### config.mk
export PLATFORM = sky130hd
export DESIGN_NAME = sseg_scan_ctrl
export DESIGN_NICKNAME = d
export VERILOG_FILES = /design/src/rtl/sseg_pkg.sv /design/src/rtl/seg7_decode.sv /design/src/rtl/sseg_scan_ctrl.sv
export SDC_FILE = /design/constraint.sdc
export NUM_CORES = 1
export LEC_CHECK = 0
export ABC_AREA = 0
export ABC_CLOCK_PERIOD_IN_PS = 6600
export BUFFER_PORTS_ARGS = -buffer_cell sky130_fd_sc_hd__buf_2
export CAP_MARGIN = 5
export CORE_MARGIN = 2
export CORE_UTILIZATION = 30
export DETAILED_ROUTE_END_ITERATION = 6
export GPL_TIMING_DRIVEN = 0
export MAX_ROUTING_LAYER = met4
export PLACE_DENSITY = 0.59
export SLEW_MARGIN = 40
export SYNTH_ARGS = -nofsm -noshare
export SYNTH_HDL_FRONTEND = slang
export SYNTH_HIERARCHICAL = 1
export SYNTH_SLANG_ARGS = --single-unit
### constraint.sdc
create_clock -name clk -period 6.6 [get_ports clk]
set_clock_uncertainty 0.2 [all_clocks]
set_input_delay 1.32 -clock clk [delete_from_list [all_inputs] [get_ports clk]]
set_output_delay 1.32 -clock clk [all_outputs]
set_load 0.05 [all_outputs]
### src/rtl/sseg_pkg.sv
// Shared types and constants for the seven-segment scan controller.
// Holds the per-slot state enum, default timing and the blank segment code.
package sseg_pkg;

  typedef enum logic [1:0] {
    S_BLANK,
    S_ON,
    S_OFF
  } scanState_e;

  localparam int SCAN_DIV_DEF  = 12500;
  localparam int BLANK_CYC_DEF = 500;

  localparam logic [6:0] SEG_OFF = 7'h7F;
  localparam logic [7:0] AN_OFF  = 8'hFF;

endpackage

### src/rtl/seg7_decode.sv
// Combinational hex-to-seven-segment decoder, active-low cathodes {g..a}.
module seg7_decode
  import sseg_pkg::*;
(
  input  logic [3:0] i_value,
  output logic [6:0] o_seg
);

  always_comb begin
    o_seg = SEG_OFF;
    case (i_value)
      4'h0: o_seg = 7'h40;
      4'h1: o_seg = 7'h79;
      4'h2: o_seg = 7'h24;
      4'h3: o_seg = 7'h30;
      4'h4: o_seg = 7'h19;
      4'h5: o_seg = 7'h12;
      4'h6: o_seg = 7'h02;
      4'h7: o_seg = 7'h78;
      4'h8: o_seg = 7'h00;
      4'h9: o_seg = 7'h10;
      4'hA: o_seg = 7'h08;
      4'hB: o_seg = 7'h03;
      4'hC: o_seg = 7'h46;
      4'hD: o_seg = 7'h21;
      4'hE: o_seg = 7'h06;
      4'hF: o_seg = 7'h0E;
      default: o_seg = SEG_OFF;
    endcase
  end

endmodule

### src/rtl/sseg_scan_ctrl.sv
// Eight-digit seven-segment scan scheduler with blank interval, PWM brightness,
// leading-zero suppression and a frame-synchronous shadow register set.
module sseg_scan_ctrl
  import sseg_pkg::*;
#(
  parameter int SCAN_DIV  = SCAN_DIV_DEF,
  parameter int BLANK_CYC = BLANK_CYC_DEF
) (
  input  logic        clk,
  input  logic        reset_n,
  input  logic [31:0] digits_in,
  input  logic [7:0]  dp_in,
  input  logic [7:0]  digit_en,
  input  logic        lz_blank,
  input  logic [3:0]  brightness,
  input  logic        load,
  output logic [6:0]  sseg,
  output logic        dp,
  output logic [7:0]  AN,
  output logic        frame_tick
);

  localparam int              CW        = $clog2(SCAN_DIV);
  localparam logic [CW-1:0]   CNT_MAX   = CW'(SCAN_DIV - 1);
  localparam logic [31:0]     BLANK_LEN = 32'(BLANK_CYC);
  localparam logic [31:0]     ON_STEP   = 32'((SCAN_DIV - BLANK_CYC) >> 4);

  logic [CW-1:0] r_slotCnt;
  logic [2:0]    r_slotIdx;
  logic          r_pending;
  logic [31:0]   r_shDigits;
  logic [7:0]    r_shDp;
  logic [7:0]    r_shEn;
  logic          r_shLz;
  logic [3:0]    r_shBright;
  scanState_e    r_state;
  logic [7:0]    r_an;
  logic [6:0]    r_sseg;
  logic          r_dp;
  logic          r_frameTick;

  scanState_e    w_stateNext;
  logic          w_slotEnd;
  logic          w_frameEnd;
  logic [CW-1:0] w_cntNext;
  logic [31:0]   w_cntNext32;
  logic [31:0]   w_onEnd;
  logic [7:0]    w_visible;
  logic [3:0]    w_selDigit;
  logic [6:0]    w_segCode;

  assign w_slotEnd   = (r_slotCnt == CNT_MAX);
  assign w_frameEnd  = w_slotEnd && (r_slotIdx == 3'd7);
  assign w_cntNext   = w_slotEnd ? '0 : r_slotCnt + CW'(1);
  assign w_cntNext32 = 32'(w_cntNext);
  assign w_onEnd     = BLANK_LEN + ON_STEP * (32'(r_shBright) + 32'd1);
  assign w_selDigit  = r_shDigits[{r_slotIdx, 2'b00} +: 4];

  always_ff @(posedge clk or negedge reset_n) begin
    if (!reset_n) begin
      r_slotCnt <= '0;
      r_slotIdx <= '0;
    end else begin
      r_slotCnt <= w_cntNext;
      if (w_slotEnd) r_slotIdx <= r_slotIdx + 3'd1;
    end
  end

  // Inputs reach the shadow only on the 7->0 wrap, so a frame is never torn.
  always_ff @(posedge clk or negedge reset_n) begin
    if (!reset_n) begin
      r_pending  <= 1'b0;
      r_shDigits <= '0;
      r_shDp     <= '0;
      r_shEn     <= '0;
      r_shLz     <= 1'b0;
      r_shBright <= 4'hF;
    end else if (w_frameEnd) begin
      r_pending <= 1'b0;
      if (r_pending || load) begin
        r_shDigits <= digits_in;
        r_shDp     <= dp_in;
        r_shEn     <= digit_en;
        r_shLz     <= lz_blank;
        r_shBright <= brightness;
      end
    end else if (load) begin
      r_pending <= 1'b1;
    end
  end

  // Walk from the most significant digit down, hiding zeros until an enabled non-zero digit appears.
  always_comb begin
    logic seenNz;
    seenNz    = 1'b0;
    w_visible = r_shEn;
    for (int i = 7; i >= 0; i--) begin
      if (r_shLz && (i != 0) && !seenNz && (r_shDigits[4*i +: 4] == 4'd0))
        w_visible[i] = 1'b0;
      if (r_shEn[i] && (r_shDigits[4*i +: 4] != 4'd0))
        seenNz = 1'b1;
    end
  end

  always_ff @(posedge clk or negedge reset_n) begin
    if (!reset_n) r_state <= S_BLANK;
    else          r_state <= w_stateNext;
  end

  always_comb begin
    w_stateNext = r_state;
    case (r_state)
      S_BLANK: if (w_cntNext32 >= BLANK_LEN) w_stateNext = S_ON;
      S_ON: begin
        if (w_slotEnd)                   w_stateNext = S_BLANK;
        else if (w_cntNext32 >= w_onEnd) w_stateNext = S_OFF;
      end
      S_OFF:   if (w_slotEnd) w_stateNext = S_BLANK;
      default: w_stateNext = S_BLANK;
    endcase
  end

  seg7_decode u_decode (
    .i_value (w_selDigit),
    .o_seg   (w_segCode)
  );

  always_ff @(posedge clk or negedge reset_n) begin
    if (!reset_n) begin
      r_an        <= AN_OFF;
      r_sseg      <= SEG_OFF;
      r_dp        <= 1'b1;
      r_frameTick <= 1'b0;
    end else begin
      r_frameTick <= w_frameEnd;
      if ((r_state == S_ON) && w_visible[r_slotIdx]) begin
        r_an   <= ~(8'd1 << r_slotIdx);
        r_sseg <= w_segCode;
        r_dp   <= ~r_shDp[r_slotIdx];
      end else begin
        r_an   <= AN_OFF;
        r_sseg <= SEG_OFF;
        r_dp   <= 1'b1;
      end
    end
  end

  assign AN         = r_an;
  assign sseg       = r_sseg;
  assign dp         = r_dp;
  assign frame_tick = r_frameTick;

endmodule
==> summary.md, run 1 <==
| Metric | Value |
|---|---|
| Setup WS pre-CTS | `-76.5 ps` |
| Post-Synthesis Cells | `548` |
| Total number of vias | `4515` |
| Worst path slowest cell | `dfstp_2` |
| Worst setup EP type | `register` |
| CORE AREA | `20200 µm²` |
| Post-route setup slack | `270 ps` |
| Detailed Routing Iterations Pass 1 | `4` |
| Syn_area_per_cell | `11.2 µm²` |
| Leakage | `0.00350 µW` |
| Num rows | `52` |
| Hold depth | `1` |
| Setup violators final | `0` |
| Family with the most delay on the worst path | `adder cells` |
| Gpl congestion | `0.879` |
| Port Buffers | `72` |
| Ys Warns | `6` |
| Post-synth EDFFs | `0` |
| Path length in cells of the critical path | `27` |
| Initial antenna violation count | `0` |
| Register area | `2280 µm²` |
| Initial DRC count | `119` |
| Crit path buffers/inverters | `6` |
| Sequential power share | `0.520` |
| Die width | `147 µm` |
| Status | `finished, final reports clean` |
| Die Span Y | `147 µm` |
| Overall global routing resource usage | `0.132` |
| Area of the multi-input gates | `3750 µm²` |
| Worst vdd ir | `98.1 µV` |
| Post-synth top cells | `dfrtp_1, ha_1, nand2_1` |
| Initial Util | `0.304` |
| Final #Nets | `772` |
| Logic gate share of total power | `0.029` |
| Final Cycle Share | `0.959` |
| Die area | `21600 µm²` |
| Post-detail-place hpwl | `10700 µm` |
| Worst skew pair latency | `340 ps` |
| Antenna Cells | `0` |
| DR WL/cell | `14.9 µm` |
| CTS sink cnt | `90` |
| Post-DP Area | `6870 µm²` |
| Clk slew on worst S/H paths | `60 ps` |
| Max clock buf depth | `2` |
| H-tree lvl count | `3` |
| Worst rel slew slack | `0.549` |
| Hold endpoint | `r_shDp[4]` |
| WP data required | `6620 ps` |
| Asr flop ratio synth | `1.00` |
| Final Cell Area | `7450 µm²` |
| Worst setup path category | `reg2reg` |
| Syn_nets | `669` |
| R2R cell count | `27` |
| Switching power | `237 µW` |
| Fillers | `2014` |
| Residual DRC | `0` |
| Root Driver | `clkbuf_16` |
| Critical R2R Launch | `r_shBright[0]` |
| Post-synthesis sequential area ratio | `0.371` |
| WHS | `288 ps` |
| Most numerous cell in the Yosys netlist | `dfrtp_1` |
| Max Slew Vio Count | `0` |
| Fin Setup TNS | `0 ps` |
| TritonCTS clock tree | `yes` |
| Number of CTS-inserted buffers | `9` |
| Antenna-violating nets left | `0` |
| Synth top area cells | `dfrtp_1, ha_1, dfstp_2` |
| Clock share of power | `0.451` |
| R2r endpoint | `r_state[0]` |
| Fmax achieved | `158 MHz` |
| Arr. time, crit path | `6350 ps` |
| Via density | `4.88` |
| Critical Path Max Stage Delay | `580 ps` |
| Worst Setup Start Kind | `register` |
| Final min period | `6330 ps` |
| Maximum fanout along the worst path | `8` |
| Max-cap violations | `0` |
| Top Ports | `73` |
| Hold Crit Start | `r_shDp[4]` |
| Cell taking the most area after synthesis | `dfrtp_1` |
| Net Sw Frac | `0.223` |
| Cell area power density | `143 nW/µm²` |
| WL final | `13800 µm` |
| Grt total ovfl | `0` |
| Fin. Hold Viols | `0` |
| Vias in the first global route | `4450` |
| First-pass GRT wire length | `22400 µm` |
| Worst hold path class | `reg2reg` |
| Share of post-route cells with drive strength above 1 | `0.338` |
| Top_reg_cell synth | `dfrtp_1` |
| Netlist Area Pre-Place | `6140 µm²` |
| R2R Setup Slk | `270 ps` |
| Critical path origin | `r_shBright[0]` |
| Largest net degree at the start of global routing | `58` |
| #FFs+latches synth | `90` |
| Worst Max-Slew Pin Slew | `674 ps` |
| Layout area overhead | `21.3%` |
| Top-area cell type share of the netlist area | `0.285` |
| Pint | `825 µW` |
| Distinct cell type count after synthesis | `80` |
[per-stage QoR]
stage | cells | util | power (µW)
2_1_floorplan | 548 | - | 562
3_3_place_gp | 890 | 0.339 | 591
3_5_place_dp | 891 | 0.341 | 594
4_1_cts | 908 | 0.355 | 1080
5_1_grt | 926 | 0.369 | 1100
6_report | 926 | 0.369 | 1060
[layout make-up]
type,count,area share
Buffer,19,0.0185
Clock buffer,11,0.0312
Clock inverter,5,0.00554
Inverter,33,0.0171
Multi-Input combinational cell,406,0.504
Sequential cell,90,0.306
Tap cell,270,0.0454
Timing Repair Buffer,92,0.0726
[logic make-up (layout without fill, tap and decap cells)]
group | count (synthesis) | after routing | synth area share
AO/OA/AOI/OAI | 92 | 92 | 0.120
AND/OR/NAND/NOR | 149 | 149 | 0.130
flip-flops | 90 | 90 | 0.371
buffers and inverters | 52 | 160 | 0.0426
XOR/XNOR | 28 | 28 | 0.0412
adder cells (fa/ha/maj) | 65 | 65 | 0.144
multiplexers | 72 | 72 | 0.152
[registers in the layout, indices dropped and copies added (netlist names), 2 cells and up]
register / count
r_state: 2
r_slotIdx: 3
r_slotCnt: 14
r_shDigits: 32
r_shBright: 4
r_shDp: 8
AN: 8
r_shEn: 8
sseg: 7
[how the worst max path moves through the flow]
stage / endpoint / slack (ps)
final: r_state[0] / 270
after global placement: r_state[1] / -80
after CTS: r_state[1] / 10
after detailed placement: r_state[1] / -80
after floorplan: r_state[1] / 570
after global routing: r_state[0] / -60
[placed cells by master (no fill, tap or decap), drive strengths merged, types with 9 or more instances in the layout]
master,count
clkbuf,15
o211ai,9
a21oi,10
fa,9
inv,33
xnor2,19
dfstp,20
nand3,12
ha,56
xor2,9
mux4,11
nor2,30
o21ai,20
mux2,56
buf,107
nand2,38
dfrtp,70
[routing by layer]
layer	wire [µm]	part of all wire	track usage
met4	169	0.012	0.0260
met5	0	0	-
met2	6610	0.48	0.220
met3	551	0.040	0.0280
met1	6420	0.47	0.169
[power groups by stage]
| stage | logic (µW) | clock network [µW] | registers (µW) |
|---|---|---|---|
| 2_1_floorplan | 0.339 | 0 | 562 |
| 3_3_place_gp | 29.3 | 0 | 562 |
| 3_5_place_dp | 31.5 | 0 | 562 |
| 4_1_cts | 31.5 | 493 | 552 |
| 5_1_grt | 34.1 | 516 | 552 |
| 6_report | 30.3 | 479 | 552 |
[timing repair]
item                                    4_1_cts  5_1_grt
hold buffers                                  0        0
pin swaps                                     1       16
endpoints found under the setup margin        2        2
buffers inserted                              1       18
gates resized for setup                       3       24
(Power assumes the default switching activity.)
==> inputs of run 2 (changes only) <==
--- a/config.mk
+++ b/config.mk
@@ -5,8 +5,7 @@
 export SDC_FILE = /design/constraint.sdc
 export NUM_CORES = 1
 export LEC_CHECK = 0
-export ABC_AREA = 0
-export ABC_CLOCK_PERIOD_IN_PS = 6600
+export ABC_CLOCK_PERIOD_IN_PS = 6700
 export BUFFER_PORTS_ARGS = -buffer_cell sky130_fd_sc_hd__buf_2
 export CAP_MARGIN = 5
 export CORE_MARGIN = 2
==> constraint.sdc (replaced) <==
create_clock -name clk -period 6.7 [get_ports clk]
set_clock_uncertainty 0.2 [all_clocks]
set_input_delay 1.34 -clock clk [delete_from_list [all_inputs] [get_ports clk]]
set_output_delay 1.34 -clock clk [all_outputs]
set_load 0.05 [all_outputs]
==> run 2 against run 1 <==
- core utilization down 0.60 points
- via count down 1.2%
- final area down 1.6%
- combinational power down 1%
- non-clock buffer count down 8
- sequential power down 1%
- routed wire length down 1.3%
- highest routed layer unchanged
- power down 1.4%
- maximum frequency about the same
- count of clock-buffer cells in the layout unchanged
==> summary.md, run 2 (same netlist as run 1, synthesis figures left out) <==
| Metric | Value |
|---|---|
| Max clock buf depth | `2 (unchanged)` |
| Detailed Routing Iterations Pass 1 | `4 (unchanged)` |
| Setup violators final | `0 (unchanged)` |
| Fmax achieved | `158 MHz (about the same)` |
| Worst setup path category | `reg2reg` |
| Overall global routing resource usage | `0.132 (-0.000273)` |
| Total number of vias | `4462 (-1.2%)` |
| R2R cell count | `27 (unchanged)` |
| Die area | `21600 µm² (unchanged)` |
| Final #Nets | `764 (-1.0%)` |
| Via density | `4.86 (-0.31%)` |
| GRT met1 Usage | `0.168 (-0.000590)` |
| Maximum fanout along the worst path | `8 (unchanged)` |
| DR WL/cell | `14.8 µm (-0.41%)` |
| Clk slew on worst S/H paths | `60 ps (about the same)` |
| Critical R2R Launch | `r_shBright[0]` |
| Commonest non-fill, non-tap cell in the layout | `buf_2` |
| WHS | `288 ps (-0.00500 ps)` |
| R2R Setup Slk | `370 ps (+100 ps)` |
| CTS sink cnt | `90 (unchanged)` |
| Layout area overhead | `19.4%` |
| Residual DRC | `0 (unchanged)` |
| Top reg by flops | `r_shDigits` |
| Die Span Y | `147 µm (unchanged)` |
| Share of post-route cells with drive strength above 1 | `0.318 (-0.0205)` |
| Hold_buf cts | `0 (unchanged)` |
| Initial antenna violation count | `0 (unchanged)` |
| Total power | `1050 µW (-1.4%)` |
| WL final | `13600 µm (-1.3%)` |
| Max Slew Vio Count | `0 (unchanged)` |
| R2r endpoint | `r_state[0]` |
| Worst Setup Start Kind | `register` |
| Worst setup EP type | `register` |
| Final min period | `6330 ps (+1.05 ps)` |
| Max-cap violations | `0 (unchanged)` |
| First-pass GRT wire length | `22400 µm (-0.25%)` |
| Initial DRC count | `120 (+0.84%)` |
| Num rows | `52 (unchanged)` |
| Initial Util | `0.304 (unchanged)` |
| WP data required | `6720 ps (+100 ps)` |
| Arr. time, crit path | `6350 ps (about the same)` |
| Worst rel slew slack | `0.538 (-0.0106)` |
| Die width | `147 µm (unchanged)` |
| M3 GR Usage | `0.0280 (unchanged)` |
| Hold depth | `1 (unchanged)` |
| Vias in the first global route | `4442 (-0.18%)` |
| Top Ports | `73 (unchanged)` |
| Port Buffers | `72 (unchanged)` |
| Post-detail-place hpwl | `10700 µm (unchanged)` |
| Gpl congestion | `0.879 (unchanged)` |
| Hold Crit Start | `r_shDp[4]` |
| Antenna-violating nets left | `0 (unchanged)` |
| Cells after DPL | `891 (unchanged)` |
| Gr busiest metal | `met2` |
| Worst hold path class | `reg2reg` |
| Final std cells w/o fill | `918 (-0.86%)` |
| Root Driver | `clkbuf_16` |
| H-tree lvl count | `3 (unchanged)` |
| Status | `finished, final reports clean` |
| Final core occ | `0.363 (-0.00602)` |
| Largest registers | `r_shDigits x32, r_slotCnt x14` |
| Largest net degree at the start of global routing | `58 (unchanged)` |
| Antenna Cells | `0 (unchanged)` |
| TritonCTS clock tree | `yes` |
| Worst vdd ir | `96.7 µV (-1.4%)` |
| Met2 Use GR | `0.220 (-0.000235)` |
| Final Cycle Share | `0.945 (-0.0142)` |
| Leakage | `0.00347 µW (-1.0%)` |
| Max reg flops | `32 (unchanged)` |
| CORE AREA | `20200 µm² (unchanged)` |
| Cell area power density | `143 nW/µm² (+0.23%)` |
| Commonest cells after routing, fill and taps aside | `buf_2, dfrtp_1, ha_1` |
| Number of CTS-inserted buffers | `9 (unchanged)` |
| Fin. Hold Viols | `0 (unchanged)` |
| Hold endpoint | `r_shDp[4]` |
| Worst Max-Slew Pin Slew | `690 ps (+15.8 ps)` |
| Worst skew pair latency | `340 ps (about the same)` |
| Grt total ovfl | `0 (unchanged)` |
## run 2: where the power goes
group | switching, µW | leakage, µW | internal, µW | total (µW)
Sequential | 0.00000000000000856 | 0.00117 | 544 | 544
Clock | 218 | 0.000132 | 255 | 473
Combinational | 16.4 | 0.00217 | 13.5 | 29.9
## run 2: worst max path at each step
stage               cells past startpoint          start         end  slack, ps
floorplan                              26  r_shBright[0]  r_state[1]        670
global placement                       26  r_shBright[0]  r_state[1]         20
detailed placement                     26  r_shBright[0]  r_state[1]         20
CTS                                    26  r_shBright[0]  r_state[1]          8
global route                           27  r_shBright[0]  r_state[1]        -40
finish                                 27  r_shBright[0]  r_state[0]        370
## run 2: through the flow
step / setup WS [ps] / area (µm²) / setup TNS [ps]
2_1_floorplan: 671 / 6140 / 0
3_5_place_dp: 23.5 / 6870 / 0
3_3_place_gp: 22.3 / 6840 / 0
6_report: 369 / 7330 / 0
4_1_cts: 7.66 / 7150 / 0
5_1_grt: -38.8 / 7330 / -65.2
## run 2: worst max-delay path, stage by stage (launching register included)
cell	delay (ps)
dfstp_2	570
buf_6	130
nand3_1	110
xnor2_2	270
buf_4	160
ha_1	230
fa_1	530
inv_1	70
fa_1	500
inv_1	40
ha_1	300
buf_6	150
a21o_4	230
a221oi_4	360
xnor2_4	180
o31ai_4	100
buf_4	170
o31a_2	280
nor3_2	120
xnor2_1	100
ha_1	300
nand4_1	110
nor2_2	110
o211ai_1	100
o211ai_1	290
o211ai_1	160
mux2i_2	230
o21ai_1	110
## run 2: layer usage
layer  routed length (µm)  up-vias  part of all wire
li1                     -     2186                 -
met3                  517       15             0.038
met4                  137        0             0.010
met5                    0        -                 0
met2                 6490       79              0.48
met1                 6430     2182              0.47
## run 2: area by class of cell
class	count	area, µm²
buffer	19	138
clock buffer	11	233
clock inverter	5	41.3
fill	2025	12800
inverter	33	124
multi-input combinational	406	3700
sequential	90	2280
tap	270	338
timing repair buffer	84	477
## run 2: what timing repair did
| item | 4_1_cts | 5_1_grt |
|---|---|---|
| gates resized for setup | 1 | 15 |
| pin swaps | 1 | 10 |
| endpoints found under the setup margin | 1 | 2 |
| gates cloned | 0 | 0 |
| setup buffers | 0 | 11 |
==> inputs of run 3 (changes only) <==
--- a/config.mk
+++ b/config.mk
@@ -5,7 +5,7 @@
 export SDC_FILE = /design/constraint.sdc
 export NUM_CORES = 1
 export LEC_CHECK = 0
-export ABC_CLOCK_PERIOD_IN_PS = 6700
+export ABC_CLOCK_PERIOD_IN_PS = 5200
 export BUFFER_PORTS_ARGS = -buffer_cell sky130_fd_sc_hd__buf_2
 export CAP_MARGIN = 5
 export CORE_MARGIN = 2
@@ -13,7 +13,7 @@
 export DETAILED_ROUTE_END_ITERATION = 6
 export GPL_TIMING_DRIVEN = 0
 export MAX_ROUTING_LAYER = met4
-export PLACE_DENSITY = 0.59
+export PLACE_DENSITY = 0.47
 export SLEW_MARGIN = 40
 export SYNTH_ARGS = -nofsm -noshare
 export SYNTH_HDL_FRONTEND = slang
==> constraint.sdc (replaced) <==
create_clock -name clk -period 5.2 [get_ports clk]
set_clock_uncertainty 0.2 [all_clocks]
set_input_delay 1.04 -clock clk [delete_from_list [all_inputs] [get_ports clk]]
set_output_delay 1.04 -clock clk [all_outputs]
set_load 0.05 [all_outputs]
==> run 3 against run 2 <==
- count of clock-buffer cells in the layout is the same
- global-route usage grew 1.2 points
- via count up 1.4%
- critical path type unchanged
- the run now ends with negative setup slack left
- hold slack got worse by 2.6 ps
- largest power group unchanged
==> summary.md, run 3 (same netlist as run 1, synthesis figures left out) <==
| Metric | Value |
|---|---|
| First-pass GRT wire length | `24100 µm (+7.7%)` |
| Commonest cells after routing, fill and taps aside | `buf_2, dfrtp_1, ha_1` |
| Top Ports | `73 (unchanged)` |
| Commonest non-fill, non-tap cell in the layout | `buf_2` |
| Violated checks | `negative setup slack` |
| Worst vdd ir | `135 µV (+40%)` |
| Max-cap violations | `0 (unchanged)` |
| Cell area power density | `180 nW/µm² (+26%)` |
| Worst Setup Start Kind | `register` |
| Root Driver | `clkbuf_16` |
| Number of CTS-inserted buffers | `9 (unchanged)` |
| Hold endpoint | `r_shDp[2]` |
| Final Cycle Share | `1.17 (+0.223)` |
| Vias in the first global route | `4680 (+5.4%)` |
| Leakage | `0.00356 µW (+2.8%)` |
| Gpl congestion | `0.806 (-8.3%)` |
| Die area | `21600 µm² (unchanged)` |
| R2R Setup Slk | `-870 ps (-1240 ps)` |
| Fmax achieved | `165 MHz (+4.2%)` |
| Overall global routing resource usage | `0.144 (+0.0120)` |
| DR WL/cell | `15.9 µm (+7.3%)` |
| Clock share of power | `0.464 (+0.012)` |
| CORE AREA | `20200 µm² (unchanged)` |
| Detailed Routing Iterations Pass 1 | `4 (unchanged)` |
| Max Used Layer | `met4` |
| Die Span Y | `147 µm (unchanged)` |
| Initial Util | `0.304 (unchanged)` |
| Fin Setup TNS | `-1700 ps (-1700 ps)` |
| Initial antenna violation count | `0 (unchanged)` |
| Post-route setup slack | `-875 ps (-1240 ps)` |
| Critical R2R Launch | `r_shBright[0]` |
| Initial DRC count | `161 (+34%)` |
| Arr. time, crit path | `6110 ps (-240 ps)` |
| Critical Path Max Stage Delay | `560 ps (about the same)` |
| Fillers | `2017 (-0.40%)` |
| Antenna Cells | `0 (unchanged)` |
| Share of post-route cells with drive strength above 1 | `0.376 (+0.0577)` |
| H-tree lvl count | `3 (unchanged)` |
| Met3 routed WL | `448 µm (-13%)` |
| Hold depth | `1 (unchanged)` |
| Switching power | `290 µW (+24%)` |
| Worst setup EP type | `register` |
| WL final | `14800 µm (+9.0%)` |
| Hold_buf cts | `0 (unchanged)` |
| WHS | `285 ps (-2.61 ps)` |
| Fin. Hold Viols | `0 (unchanged)` |
| Largest net degree at the start of global routing | `52 (-10%)` |
| Net Sw Frac | `0.210 (-0.0136)` |
| R2r endpoint | `r_state[1]` |
| R2R cell count | `25 (-7.4%)` |
| Max clock buf depth | `2 (unchanged)` |
| Die width | `147 µm (unchanged)` |
| Top reg by flops | `r_shDigits` |
| Max Slew Vio Count | `0 (unchanged)` |
| Family with the most delay on the worst path | `adder cells` |
| CTS sink cnt | `90 (unchanged)` |
| Layout area overhead | `24.5%` |
| Largest registers | `r_shDigits x32, r_slotCnt x14` |
| Final #Nets | `779 (+2.0%)` |
| Logic gate share of total power | `0.027 (-0.002)` |
| WL met2 | `7240 µm (+11%)` |
| Setup WS pre-CTS | `-1370 ps (-1390 ps)` |
| Status | `finished with violations` |
| Via density | `4.85 (-0.22%)` |
| Maximum fanout along the worst path | `6 (-2)` |
| Port Buffers | `72 (unchanged)` |
| Hold Crit Start | `r_shDp[2]` |
| Final min period | `6070 ps (-257 ps)` |
| Worst path most repeated cell | `o211ai_1` |
| Worst path slowest cell | `dfstp_2` |
| Worst Max-Slew Pin Slew | `682 ps (-8.15 ps)` |
| Total number of vias | `4525 (+1.4%)` |
| M1 WL | `6910 µm (+7.4%)` |
| Num rows | `52 (unchanged)` |
| Pint | `1090 µW (+34%)` |
| WP data required | `5230 ps (-1490 ps)` |
| Worst skew pair latency | `340 ps (about the same)` |
| TritonCTS clock tree | `yes` |
| Clk slew on worst S/H paths | `60 ps (about the same)` |
| Max reg flops | `32 (unchanged)` |
| Post-detail-place hpwl | `11700 µm (+8.7%)` |
| Residual DRC | `0 (unchanged)` |
| Worst setup path category | `reg2reg` |
| Sequential power share | `0.508 (-0.012)` |
| RSZ-0062 raised after global routing | `true` |
| Worst rel slew slack | `0.546 (+0.00758)` |
| Grt total ovfl | `0 (unchanged)` |
| Crit path buffers/inverters | `4 (-2)` |
| Setup violators final | `2 (+2)` |
| Antenna-violating nets left | `0 (unchanged)` |
| Worst hold path class | `reg2reg` |
==> run 3: power groups by stage <==
stage          sequential, µW  clock (µW)  combinational (µW)
6_report                  701         640                37.7
5_1_grt                   700         696                43.1
3_3_place_gp              713           0                36.8
3_5_place_dp              713           0                40.0
4_1_cts                   701         662                40.1
2_1_floorplan             713           0               0.430
==> run 3: worst register-to-register path, cell delays in order (launching register included) <==
cell and delay, ps:
dfstp_2 560, buf_6 130, nand3_4 90, xnor2_4 160, buf_4 140, ha_1 300
fa_1 540, inv_2 60, fa_2 530, inv_2 40, ha_4 290, o21ai_2 70
o211a_4 240, o211ai_1 350, o31ai_4 180, or3_1 390, nand3_2 90, xnor2_2 70
ha_1 330, a2111oi_2 370, o21ai_1 100, o21ai_1 110, o211ai_1 170, o211ai_1 160
mux2i_2 130, a21o_1 170
==> run 3: worst max path at each step <==
stage                       start          to  slack [ps]  depth (start not counted)
CTS                 r_shBright[0]  r_state[0]        -950                         27
global route        r_shBright[0]  r_state[1]       -1110                         26
finish              r_shBright[0]  r_state[1]        -870                         25
floorplan           r_shBright[0]  r_state[1]        -580                         25
global placement    r_shBright[0]  r_state[1]       -1310                         25
detailed placement  r_shBright[0]  r_state[1]       -1370                         25
==> run 3: final cells by class <==
cell class	instances	area [µm²]	area share
multi-input cells	406	3890	0.509
well taps	270	338	0.0442
plain buffers	18	126	0.0165
clock inverters	5	52.6	0.00688
inverters	33	131	0.0172
clock buffers	11	233	0.0305
flip-flops and latches	90	2280	0.298
repair buffers	100	597	0.0781
==> run 3: metal layers <==
layer / vias to the layer above / global-route usage
met5: - / -
met4: 0 / 0.0351
met3: 21 / 0.0245
met2: 66 / 0.237
met1: 2223 / 0.187
li1: 2215 / -
==> run 3: metrics by stage <==
stage                     power, µW   util  cells  cell area (µm²)
final                          1380  0.379    933             7640
after floorplan                 714      -    548             6260
after global placement          750  0.345    890             6960
after global routing           1440  0.379    933             7640
after detailed placement        753  0.347    891             6990
after CTS                      1400  0.368    921             7430
==> run 3: what timing repair did <==
action                     CTS  global route
pin swaps                   10            29
gates resized for setup     14            24
setup buffers               14            13
hold endpoints to repair     0             0
setup endpoints to repair    2             2
